## config.mk

```make
export PLATFORM = sky130hd
export DESIGN_NAME = zbus_strobe
export DESIGN_NICKNAME = d
export VERILOG_FILES = /design/src/rtl/zbus_strobe.sv
export SDC_FILE = /design/constraint.sdc
export NUM_CORES = 1
export LEC_CHECK = 0
export ABC_AREA = 1
export CORE_UTILIZATION = 42
export CTS_CLUSTER_SIZE = 40
export DETAILED_ROUTE_END_ITERATION = 10
export DONT_BUFFER_PORTS = 1
export HOLD_SLACK_MARGIN = 0.05
export PLACE_DENSITY = 0.67
export REMOVE_ABC_BUFFERS = 1
export SETUP_SLACK_MARGIN = 0.4
export SYNTH_ARGS = -nofsm -noshare
export SYNTH_HDL_FRONTEND = slang
export SYNTH_SLANG_ARGS = --single-unit
```

## constraint.sdc

```tcl
create_clock -name fclk -period 4.1 [get_ports fclk]
set_clock_uncertainty 0.05 [all_clocks]
set_input_delay 0.82 -clock fclk [delete_from_list [all_inputs] [get_ports fclk]]
set_output_delay 0.82 -clock fclk [all_outputs]
set_load 0.005 [all_outputs]
```

## src/rtl/zbus_strobe.sv

```systemverilog
`default_nettype none
// ============================================================================
// Module   : zbus_strobe
// Purpose  : Conditions the ZX-bus read/write strobes for the on-board chips
//            (w5300, sl811). Z80 RD_N/WR_N and the chip-select qualifier are
//            resynchronised into fclk, then re-issued as registered strobes
//            with a bounded write pulse and an enforced recovery gap, so chip
//            timing is independent of the Z80 strobe width.
// Ports    : fclk    - 48 MHz system clock
//            rst_n   - asynchronous active-low reset
//            zrd_n   - Z80 RD_N (async)
//            zwr_n   - Z80 WR_N (async)
//            zsel    - access targets an on-board chip (async, active high)
//            brd_n   - buffered read strobe (registered)
//            bwr_n   - buffered write strobe (registered)
//            busy    - high whenever the sequencer is not idle
//            wr_done - one-cycle pulse in the cycle bwr_n returns high
//            collide - sticky: read and write requests seen together
// Revision : 1.0 - initial release
// ============================================================================
module zbus_strobe #(
    parameter int SYNC_STAGES = 2,  // 2..3
    parameter int WR_PULSE    = 6,  // 2..15
    parameter int RECOVERY    = 2   // 1..7
) (
    input  logic fclk,
    input  logic rst_n,
    input  logic zrd_n,
    input  logic zwr_n,
    input  logic zsel,
    output logic brd_n,
    output logic bwr_n,
    output logic busy,
    output logic wr_done,
    output logic collide
);

    localparam logic [2:0] c_ST_IDLE    = 3'd0;
    localparam logic [2:0] c_ST_RD_ACT  = 3'd1;
    localparam logic [2:0] c_ST_WR_ACT  = 3'd2;
    localparam logic [2:0] c_ST_WR_WAIT = 3'd3;
    localparam logic [2:0] c_ST_RECOVER = 3'd4;

    localparam logic [3:0] c_WR_LOAD  = 4'(WR_PULSE - 1);
    localparam logic [3:0] c_REC_LOAD = 4'(RECOVERY - 1);

    // ------------------------------------------------------------------
    // Input synchronisers. Strobes idle high, select idles low, so a reset
    // chain never presents a spurious request.
    // ------------------------------------------------------------------
    logic [SYNC_STAGES-1:0] r_rd_sync;
    logic [SYNC_STAGES-1:0] r_wr_sync;
    logic [SYNC_STAGES-1:0] r_sel_sync;

    always_ff @(posedge fclk or negedge rst_n) begin
        if (!rst_n) begin
            r_rd_sync  <= '1;
            r_wr_sync  <= '1;
            r_sel_sync <= '0;
        end else begin
            r_rd_sync  <= {r_rd_sync[SYNC_STAGES-2:0], zrd_n};
            r_wr_sync  <= {r_wr_sync[SYNC_STAGES-2:0], zwr_n};
            r_sel_sync <= {r_sel_sync[SYNC_STAGES-2:0], zsel};
        end
    end

    logic w_rd_req;
    logic w_wr_req;

    assign w_rd_req = ~r_rd_sync[SYNC_STAGES-1] & r_sel_sync[SYNC_STAGES-1];
    assign w_wr_req = ~r_wr_sync[SYNC_STAGES-1] & r_sel_sync[SYNC_STAGES-1];

    // ------------------------------------------------------------------
    // Sequencer
    // ------------------------------------------------------------------
    logic [2:0] r_state;
    logic [2:0] w_state_nxt;
    logic [3:0] r_cnt;
    logic [3:0] w_cnt_nxt;
    logic       w_done_nxt;

    always_comb begin
        w_state_nxt = r_state;
        w_cnt_nxt   = r_cnt;
        w_done_nxt  = 1'b0;
        case (r_state)
            c_ST_IDLE: begin
                // Write has priority when both requests are present.
                if (w_wr_req) begin
                    w_state_nxt = c_ST_WR_ACT;
                    w_cnt_nxt   = c_WR_LOAD;
                end else if (w_rd_req) begin
                    w_state_nxt = c_ST_RD_ACT;
                end
            end
            c_ST_RD_ACT: begin
                if (!w_rd_req) begin
                    w_state_nxt = c_ST_RECOVER;
                    w_cnt_nxt   = c_REC_LOAD;
                end
            end
            c_ST_WR_ACT: begin
                // A Z80 strobe ending early takes precedence over pulse expiry.
                if (!w_wr_req) begin
                    w_state_nxt = c_ST_RECOVER;
                    w_cnt_nxt   = c_REC_LOAD;
                    w_done_nxt  = 1'b1;
                end else if (r_cnt == 4'd0) begin
                    w_state_nxt = c_ST_WR_WAIT;
                    w_done_nxt  = 1'b1;
                end else begin
                    w_cnt_nxt = r_cnt - 4'd1;
                end
            end
            c_ST_WR_WAIT: begin
                // Park until the Z80 releases WR_N: one chip write per cycle.
                if (!w_wr_req) begin
                    w_state_nxt = c_ST_RECOVER;
                    w_cnt_nxt   = c_REC_LOAD;
                end
            end
            c_ST_RECOVER: begin
                if (r_cnt == 4'd0) begin
                    w_state_nxt = c_ST_IDLE;
                end else begin
                    w_cnt_nxt = r_cnt - 4'd1;
                end
            end
            default: begin
                w_state_nxt = c_ST_IDLE;
                w_cnt_nxt   = 4'd0;
            end
        endcase
    end

    // Outputs are decoded from the next state and registered alongside it,
    // so every strobe is glitch-free and has no input-to-output path.
    logic r_brd_n;
    logic r_bwr_n;
    logic r_busy;
    logic r_wr_done;
    logic r_collide;

    always_ff @(posedge fclk or negedge rst_n) begin
        if (!rst_n) begin
            r_state   <= c_ST_IDLE;
            r_cnt     <= 4'd0;
            r_brd_n   <= 1'b1;
            r_bwr_n   <= 1'b1;
            r_busy    <= 1'b0;
            r_wr_done <= 1'b0;
            r_collide <= 1'b0;
        end else begin
            r_state   <= w_state_nxt;
            r_cnt     <= w_cnt_nxt;
            r_brd_n   <= (w_state_nxt != c_ST_RD_ACT);
            r_bwr_n   <= (w_state_nxt != c_ST_WR_ACT);
            r_busy    <= (w_state_nxt != c_ST_IDLE);
            r_wr_done <= w_done_nxt;
            r_collide <= r_collide | (w_rd_req & w_wr_req);
        end
    end

    assign brd_n   = r_brd_n;
    assign bwr_n   = r_bwr_n;
    assign busy    = r_busy;
    assign wr_done = r_wr_done;
    assign collide = r_collide;

endmodule
`default_nettype wire

```

==> results of run 1 <==
kinds of logic (layout without fill, tap and decap cells):
family / count (synthesis) / in the layout / synth area share
DFF: 18 / 18 / 0.5406
buffers and inverters: 16 / 20 / 0.07090
adders and majority gates: 1 / 1 / 0.01477
AOI/OAI and AO/OA: 8 / 8 / 0.05612
and+or+nand+nor: 62 / 62 / 0.3176
synth_stat cells:
| cell | count | area share |
|---|---|---|
| dfstp_2 | 6 | 0.19 |
| nand3b_1 | 1 | 0.0089 |
| nand3_1 | 10 | 0.059 |
| dfrtp_1 | 12 | 0.35 |
| o211ai_1 | 2 | 0.018 |
| nand2_2 | 2 | 0.015 |
| a21oi_1 | 3 | 0.018 |
| nand2_1 | 37 | 0.16 |
| inv_1 | 14 | 0.062 |
| o21bai_1 | 1 | 0.0089 |
| o21ai_0 | 2 | 0.012 |
| inv_2 | 2 | 0.0089 |
| nor2_1 | 8 | 0.035 |
| nor2_2 | 3 | 0.022 |
| ha_1 | 1 | 0.015 |
| nor2_4 | 1 | 0.013 |
layout by cell type (no fill, tap or decap):
cell      netlist  layout
inv_2           2       2
a21oi_1         3       3
dfstp_2         6       6
ha_1            1       1
nand2_1        37      37
clkbuf_8        0       1
nand3b_1        1       1
nand2_2         2       2
dfrtp_1        12      12
nor2_4          1       1
nor2_2          3       3
o211ai_1        2       2
nor2_1          8       8
o21ai_0         2       2
nand3_1        10      10
clkbuf_4        0       3
inv_1          14      14
o21bai_1        1       1
metrics by stage:
stage / utilization / setup slack (ps) / std cells / hold slack [ps] / power, mW
2_1_floorplan: - / 2729 / 105 / 281.2 / 0.4727
3_3_place_gp: 0.4875 / 2667 / 130 / 281.6 / 0.5172
3_5_place_dp: 0.4875 / 2609 / 130 / 291.0 / 0.5221
4_1_cts: 0.5076 / 2391 / 134 / 154.7 / 0.6314
5_1_grt: 0.5076 / 2375 / 134 / 141.1 / 0.6814
6_report: 0.5076 / 2397 / 134 / 158.9 / 0.6265
final timing paths:
path,startpoint,end,slack (ps),cells past startpoint
worst max-delay path,brd_n$_DFF_PN1_,brd_n,2400,0
worst min-delay path,rst_n,r_cnt[0]$_DFFE_PN0P_,160,0
worst max register to register,r_cnt[0]$_DFFE_PN0P_,r_cnt[1]$_DFFE_PN0P_,2580,9
worst min register to register,r_sel_sync[0]$_DFF_PN0_,r_sel_sync[1]$_DFF_PN0_,310,0
max in group asynchronous,rst_n,r_rd_sync[1]$_DFF_PN1_,3670,0
min in group fclk,r_sel_sync[0]$_DFF_PN0_,r_sel_sync[1]$_DFF_PN0_,310,0
power groups by stage:
stage,combinational (mW),clock [mW],sequential (mW)
final,0.251,0.106,0.270
after global routing,0.290,0.116,0.275
after CTS,0.252,0.109,0.271
after detailed placement,0.250,0,0.273
after global placement,0.244,0,0.273
after floorplan,0.208,0,0.265
area by class of cell:
class | count | share of cell area
tap | 25 | 0.03420
clock buffer | 4 | 0.03967
multi-input combinational | 71 | 0.3598
sequential | 18 | 0.5007
inverter | 16 | 0.06566
registers in the layout, indices dropped and copies added, names as in the netlist:
signal      flops
r_sel_sync      2
busy            1
brd_n           1
r_state         3
wr_done         1
r_rd_sync       2
collide         1
r_wr_sync       2
r_cnt           4
bwr_n           1
worst register-to-register path, delay by kind of cell, from the launching register on:
kind	cells	cell delay [ps]
simple gates	6	570
flops	1	400
fa+ha+maj	1	230
buf+inv	2	150
metal layers:
layer / vias up / part of all wire
met5: - / 0
met4: 0 / 0.015
met3: 3 / 0.025
met2: 16 / 0.46
met1: 295 / 0.50
li1: 333 / -
==> results.yml, run 1 <==
status:
  status: "finished clean"
placed_design:
  place.gp.congestion: 0.8286
  hpwlAfterDp_um: 1015
  place_area_um2: 878.3
  place.port_buffers: 0
timing:
  slew_headroom: 0.8163
  period_needed_ps: 1703
  tightest_slew_ps: 274.6
  setup_violations: 0
  hold_violations: 0
  tns_ps: 0
  fmax_ghz: 0.5871
  period_share: 0.4155
  slew_viol_final: 0
  rsz0062_at_grt: "no"
yosys:
  synthCells: 105
  synthesis.area_um2: 847.1
  yosysUniqueCellTypes: 16
  syn_area_per_cell_um2: 8.067
  seq_area_frac_synth: 0.5406
  ys_ff_latch: 18
  yosys_warnings: 0
global_route:
  antenna_found_initial: 0
  met3_usage: 0.02308
  globalRouteTotalUtil: 0.1504
  gr-usage-met1: 0.1985
  grt_max_degree: 19
  grt_overflow: 0
  grt_use_met2: 0.2361
  grt_busiest_layer: "met2"
  grt_pass1_vias: 587
  grt_pass1_wl_um: 2270
power:
  power_frac_seq: 0.431
  p_sw_mw: 0.2559
  swShare: 0.4085
  combinationalPowerShare: 0.400
  total_leakage_power_nw: 0.4791
  pwr-share-clk: 0.169
  power.internal_mw: 0.3706
  power.density_nw_per_um2: 685.0
  vdd_drop_max_v: 0.0003539
floorplan:
  start_util: 0.4701
  rows: 15
  core_um2: 1802
  die-height_um: 46.91
  ios: 10
  dieArea_um2: 2201
  dieWidth_um: 46.91
clock_network:
  cts_resized: 0
  cts_inserted_buffers: 3
  clk_latency_ps: 290
  cts_tree: "built"
  clockBufferDepth: 2
  clkSlewWorstSetupHoldPaths_ps: 90
  root_buffer: "clkbuf_4"
  htreeDepth: 1
  clock-sinks: 18
  post_cts_buffers: 0
  cts_hold_buf: 0
flow_run:
  cap_viol_max_count: 0
route:
  num_vias: 647
  wl_um: 1363
  drt-initial-drc-count: 9
  drtAntennaViolNets: 0
  drt_pass1_iterations: 4
  via_per_inst: 4.828
  wire_per_inst_um: 10.17
  remaining_drc_errors: 0
worst_setup_path:
  start_kind: "register"
  arrival_ps: 830
  path_max_fanout: 1
  required_ps: 3230
  cp-end-kind: "output pin"
  worst-setup-path-type: "reg2out"
final_layout:
  drive_gt1_frac: 0.1651
  syn2layout_area_growth_pct: 7.976
  multi_input_area_um2: 329.1
  nets: 116
  regArea_um2: 457.9
  diodes: 0
  nFillCells: 181
  fin_area_um2: 914.6
hold_path:
  worstHoldPathType: "in2async"
Power figures use the tool's default switching activity.
==> run 2, diff against run 1 <==
==> constraint.sdc (replaced) <==
create_clock -name fclk -period 1.7 [get_ports fclk]
set_clock_uncertainty 0.05 [all_clocks]
set_input_delay 0.34 -clock fclk [delete_from_list [all_inputs] [get_ports fclk]]
set_output_delay 0.34 -clock fclk [all_outputs]
set_load 0.005 [all_outputs]
==> results.yml, run 2 (same netlist as run 1, synthesis figures left out) <==
flow_run:
  cap_viol_max_count: 0
power:
  p_sw_mw: 0.7220
  power_mw: 1.731
  total_leakage_power_nw: 0.5352
  combinationalPowerShare: 0.461
  pwr-share-clk: 0.149
  swShare: 0.4172
  power.internal_mw: 1.009
  power_frac_seq: 0.390
  vdd_drop_max_v: 0.0009482
  power.density_nw_per_um2: 1599
worst_setup_path:
  crit_family: "simple AND/OR/NAND/NOR gates"
  worst-setup-path-type: "reg2reg"
  required_ps: 1850
  slowest_stage: "dfrtp_1"
  arrival_ps: 1450
  cp-end-kind: "register"
  start_kind: "register"
  path_max_fanout: 6
  critical_path.max_stage_delay_ps: 420
  critPathBufInv: 2
  critical_path.cell_chain: "inv_2 -> nand3_2 -> nor2_4 -> nor2_2 -> nand2_2 -> inv_2 -> nand2_1 -> nand2_1"
final_layout:
  largest_reg_flops: 4
  fin_area_um2: 1082
  syn2layout_area_growth_pct: 27.77
  nets: 128
  largest_register: "r_cnt"
  diodes: 0
  layoutNonFillerInstCount: 146
  nFillCells: 168
  drive_gt1_frac: 0.3719
  final_cell_mix: "nand2_1, inv_1, dfrtp_1"
  largestRegisters: "r_cnt (4), r_state (3)"
  layout_commonest_cell: "nand2_1"
clock_network:
  clkSlewWorstSetupHoldPaths_ps: 100
  clk_latency_ps: 290
  root_buffer: "clkbuf_4"
  cts_tree: "built"
  clockBufferDepth: 2
  clock-sinks: 18
  cts_inserted_buffers: 3
  htreeDepth: 1
hold_path:
  worstHoldPathType: "reg2reg"
route:
  drtAntennaViolNets: 0
  via_per_inst: 4.795
  wl_um: 1708
  wire_per_inst_um: 11.70
  drt-initial-drc-count: 9
  drt_pass1_iterations: 4
  num_vias: 700
  remaining_drc_errors: 0
global_route:
  globalRouteTotalUtil: 0.1894
  antenna_found_initial: 0
  grt_overflow: 0
  grt_pass1_wl_um: 2732
  grt_pass1_vias: 653
  grt_max_degree: 19
floorplan:
  core_um2: 1802
  die-height_um: 46.91
  dieArea_um2: 2201
  dieWidth_um: 46.91
  start_util: 0.4701
  rows: 15
  ios: 10
timing:
  tightest_slew_ps: 750.8
  slew_headroom: 0.4978
  hold_violations: 0
  setup_violations: 0
  tns_ps: 0
  rsz0062_at_grt: "yes"
  period_needed_ps: 1306
  slew_viol_final: 0
  fmax_ghz: 0.7655
  period_share: 0.7684
placed_design:
  place.port_buffers: 0
  place.gp.congestion: 0.8533
  place_area_um2: 878.3
  dpl.cell_count: 130
  hpwlAfterDp_um: 1095
status:
  status: "finished clean"
[run 2: power groups by stage]
stage / clock network (mW) / logic, mW / registers (mW)
after CTS: 0.265 / 0.755 / 0.666
final: 0.258 / 0.797 / 0.676
after floorplan: 0 / 0.501 / 0.639
after global routing: 0.286 / 0.904 / 0.689
after detailed placement: 0 / 0.604 / 0.662
after global placement: 0 / 0.596 / 0.660
[run 2: layer usage]
metal	part of all wire	GRT usage	vias to the layer above	wire length, µm
li1	-	-	353	-
met1	0.44	0.2094	324	758
met2	0.49	0.3361	16	831
met3	0.041	0.04231	7	70
met4	0.028	0.1029	0	48
met5	0	0	-	0
[run 2: final timing paths]
| kind | cells past startpoint | slack [ps] | to | start |
|---|---|---|---|---|
| setup / recovery | 8 | 390 | r_cnt[0]$_DFFE_PN0P_ | r_state[2]$_DFF_PN0_ |
| hold / removal | 0 | 310 | r_wr_sync[1]$_DFF_PN1_ | r_wr_sync[0]$_DFF_PN1_ |
| setup reg to reg | 8 | 390 | r_cnt[0]$_DFFE_PN0P_ | r_state[2]$_DFF_PN0_ |
| hold reg to reg | 0 | 310 | r_wr_sync[1]$_DFF_PN1_ | r_wr_sync[0]$_DFF_PN1_ |
| max in group asynchronous | 1 | 590 | r_state[0]$_DFF_PN0_ | rst_n |
| min in group asynchronous | 1 | 500 | r_cnt[2]$_DFFE_PN0P_ | rst_n |
[run 2: cell type report]
cell class                      instances  area (µm²)  share of cell area
Tap cell                               25       31.28             0.02890
Sequential cell                        18       461.7              0.4266
Multi-Input combinational cell         71       392.9              0.3630
Timing Repair Buffer                   12       100.1             0.09249
Clock buffer                            4       36.28             0.03353
Inverter                               16       60.06             0.05549
[run 2: worst register-to-register path, delay by kind of cell, from the launching register on]
kind / cells / cell delay (ps)
buffers and inverters: 2 / 180
DFF: 1 / 420
and+or+nand+nor: 6 / 560
[run 2: what timing repair did]
item | 4_1_cts | 5_1_grt
hold buffers | 4 | 0
endpoints found under the setup margin | 8 | 8
pin swaps | 4 | 5
endpoints found under the hold margin | 21 | 0
resized for setup | 13 | 11
setup buffers | 4 | 4
[run 2: stage by stage]
step | hold slack [ps] | worst slack [ps] | util
floorplan | -5.591 | 368.9 | -
global placement | -5.165 | 274.9 | 0.4875
detailed placement | -5.179 | 223.7 | 0.4875
CTS | 313.7 | 396.9 | 0.5667
global route | 319.5 | 300.6 | 0.6007
finish | 311.6 | 393.7 | 0.6007
==> run 3, diff against run 2 <==
==> constraint.sdc (replaced) <==
create_clock -name fclk -period 1.3 [get_ports fclk]
set_clock_uncertainty 0.05 [all_clocks]
set_input_delay 0.26 -clock fclk [delete_from_list [all_inputs] [get_ports fclk]]
set_output_delay 0.26 -clock fclk [all_outputs]
set_load 0.005 [all_outputs]
==> results.yml, run 3 (same netlist as run 1, synthesis figures left out) <==
status:
  status: "complete, but fails checks"
  violations: "negative setup slack"
route:
  wl_met2_um: 1086
  wl_met3_um: 47
  wl_um: 1919
  drt-initial-drc-count: 4
  wire_per_inst_um: 11.70
  routed.top_layer: "met4"
  drt_pass1_iterations: 2
  remaining_drc_errors: 0
  drt-met1-wl_um: 771
  via_per_inst: 4.744
  num_vias: 778
  drtAntennaViolNets: 0
final_layout:
  largestRegisters: "r_cnt (4), r_state (3)"
  largest_register: "r_cnt"
  syn2layout_area_growth_pct: 54.95
  largest_reg_flops: 4
  regArea_um2: 461.7
  diodes: 0
  multi_input_area_um2: 464.2
  nets: 146
  nFillCells: 142
  drive_gt1_frac: 0.5827
  final_cell_mix: "nand2_1, buf_4, inv_2, nand2_2, dfrtp_1"
  final_util: 0.7285
  layoutNonFillerInstCount: 164
  layout_commonest_cell: "nand2_1"
worst_setup_path:
  cp-end-kind: "register"
  critPathBufInv: 2
  slowest_stage: "dfrtp_1"
  critical_path.max_stage_delay_ps: 410
  reg2reg_slack_ps: -40
  required_ps: 1460
  path_max_fanout: 4
  crit_family: "simple AND/OR/NAND/NOR gates"
  worst-setup-path-type: "reg2reg"
  arrival_ps: 1490
  start_kind: "register"
  critical_path.cell_chain: "inv_2 -> ha_4 -> nand2_4 -> nor2_4 -> nand2_1 -> nand2_1 -> inv_2 -> nand2_2 -> nand3_2"
floorplan:
  dieArea_um2: 2201
  ios: 10
  die-height_um: 46.91
  rows: 15
  start_util: 0.4701
  dieWidth_um: 46.91
  core_um2: 1802
global_route:
  antenna_found_initial: 0
  grt_pass1_vias: 794
  globalRouteTotalUtil: 0.2076
  grt_overflow: 0
  grt_max_degree: 19
  grt_pass1_wl_um: 3056
power:
  total_leakage_power_nw: 0.6555
  power.density_nw_per_um2: 2216
  vdd_drop_max_v: 0.001394
  power_mw: 2.909
timing:
  period_needed_ps: 1336
  hold_violations: 0
  period_share: 1.028
  slew_headroom: 0.4822
  fmax_ghz: 0.7486
  tightest_slew_ps: 776.8
  slew_viol_final: 0
  fin_ws_ps: -35.80
  holdWs_ps: 31.53
  rsz0062_at_grt: "yes"
  setup_violations: 2
clock_network:
  clkSlewWorstSetupHoldPaths_ps: 120
  htreeDepth: 1
  clockBufferDepth: 2
  clock-sinks: 18
  cts_tree: "built"
  clk_latency_ps: 300
  cts_inserted_buffers: 3
  root_buffer: "clkbuf_4"
hold_path:
  worstHoldPathType: "in2async"
placed_design:
  place.port_buffers: 0
  pre_cts_slack_ps: -176.2
  dpl.cell_count: 142
  place.gp.congestion: 0.8544
  hpwlAfterDp_um: 1160
flow_run:
  cap_viol_max_count: 0
[run 3: area by class of cell]
type / count / area share
inverters: 16 / 0.04766
multi-input cells: 71 / 0.3537
clock buffers: 4 / 0.02765
well taps: 25 / 0.02383
flip-flops and latches: 18 / 0.3518
repair buffers: 30 / 0.1954
[run 3: per-layer routing]
| metal | global-route usage | up-vias |
|---|---|---|
| met5 | 0 | - |
| met4 | 0.05143 | 0 |
| met3 | 0.06923 | 2 |
| met2 | 0.3972 | 13 |
| met1 | 0.2157 | 371 |
| li1 | - | 392 |
[run 3: final timing paths]
check,depth (start not counted),to,from
min,1,collide$_DFF_PN0_,rst_n
max in group asynchronous,1,r_state[0]$_DFF_PN0_,rst_n
max reg2reg,9,r_cnt[1]$_DFFE_PN0P_,r_cnt[0]$_DFFE_PN0P_
min in group fclk,0,r_rd_sync[1]$_DFF_PN1_,r_rd_sync[0]$_DFF_PN1_
min reg2reg,0,r_rd_sync[1]$_DFF_PN1_,r_rd_sync[0]$_DFF_PN1_
max,9,r_cnt[1]$_DFFE_PN0P_,r_cnt[0]$_DFFE_PN0P_
[run 3: metrics by stage]
step | setup TNS (ps) | area, µm²
after floorplan | -46.05 | 847.1
after global placement | -362.3 | 968.4
after detailed placement | -899.2 | 968.4
after CTS | -19.83 | 1222
after global routing | -412.2 | 1313
final | -57.66 | 1313
[run 3: what timing repair did]
item | CTS | global route
resized for setup | 33 | 20
setup buffers | 10 | 4
cloned | 0 | 0
endpoints found under the hold margin | 21 | 0
hold buffers | 4 | 0
pin swaps | 20 | 18
setup endpoints to repair | 17 | 35
[run 3: power by group]
| group | internal [mW] | total [mW] | switching, mW |
|---|---|---|---|
| Combinational | 0.803 | 1.68 | 0.880 |
| Clock | 0.171 | 0.347 | 0.176 |
| Sequential | 0.734 | 0.878 | 0.144 |
| Total | 1.71 | 2.91 | 1.20 |
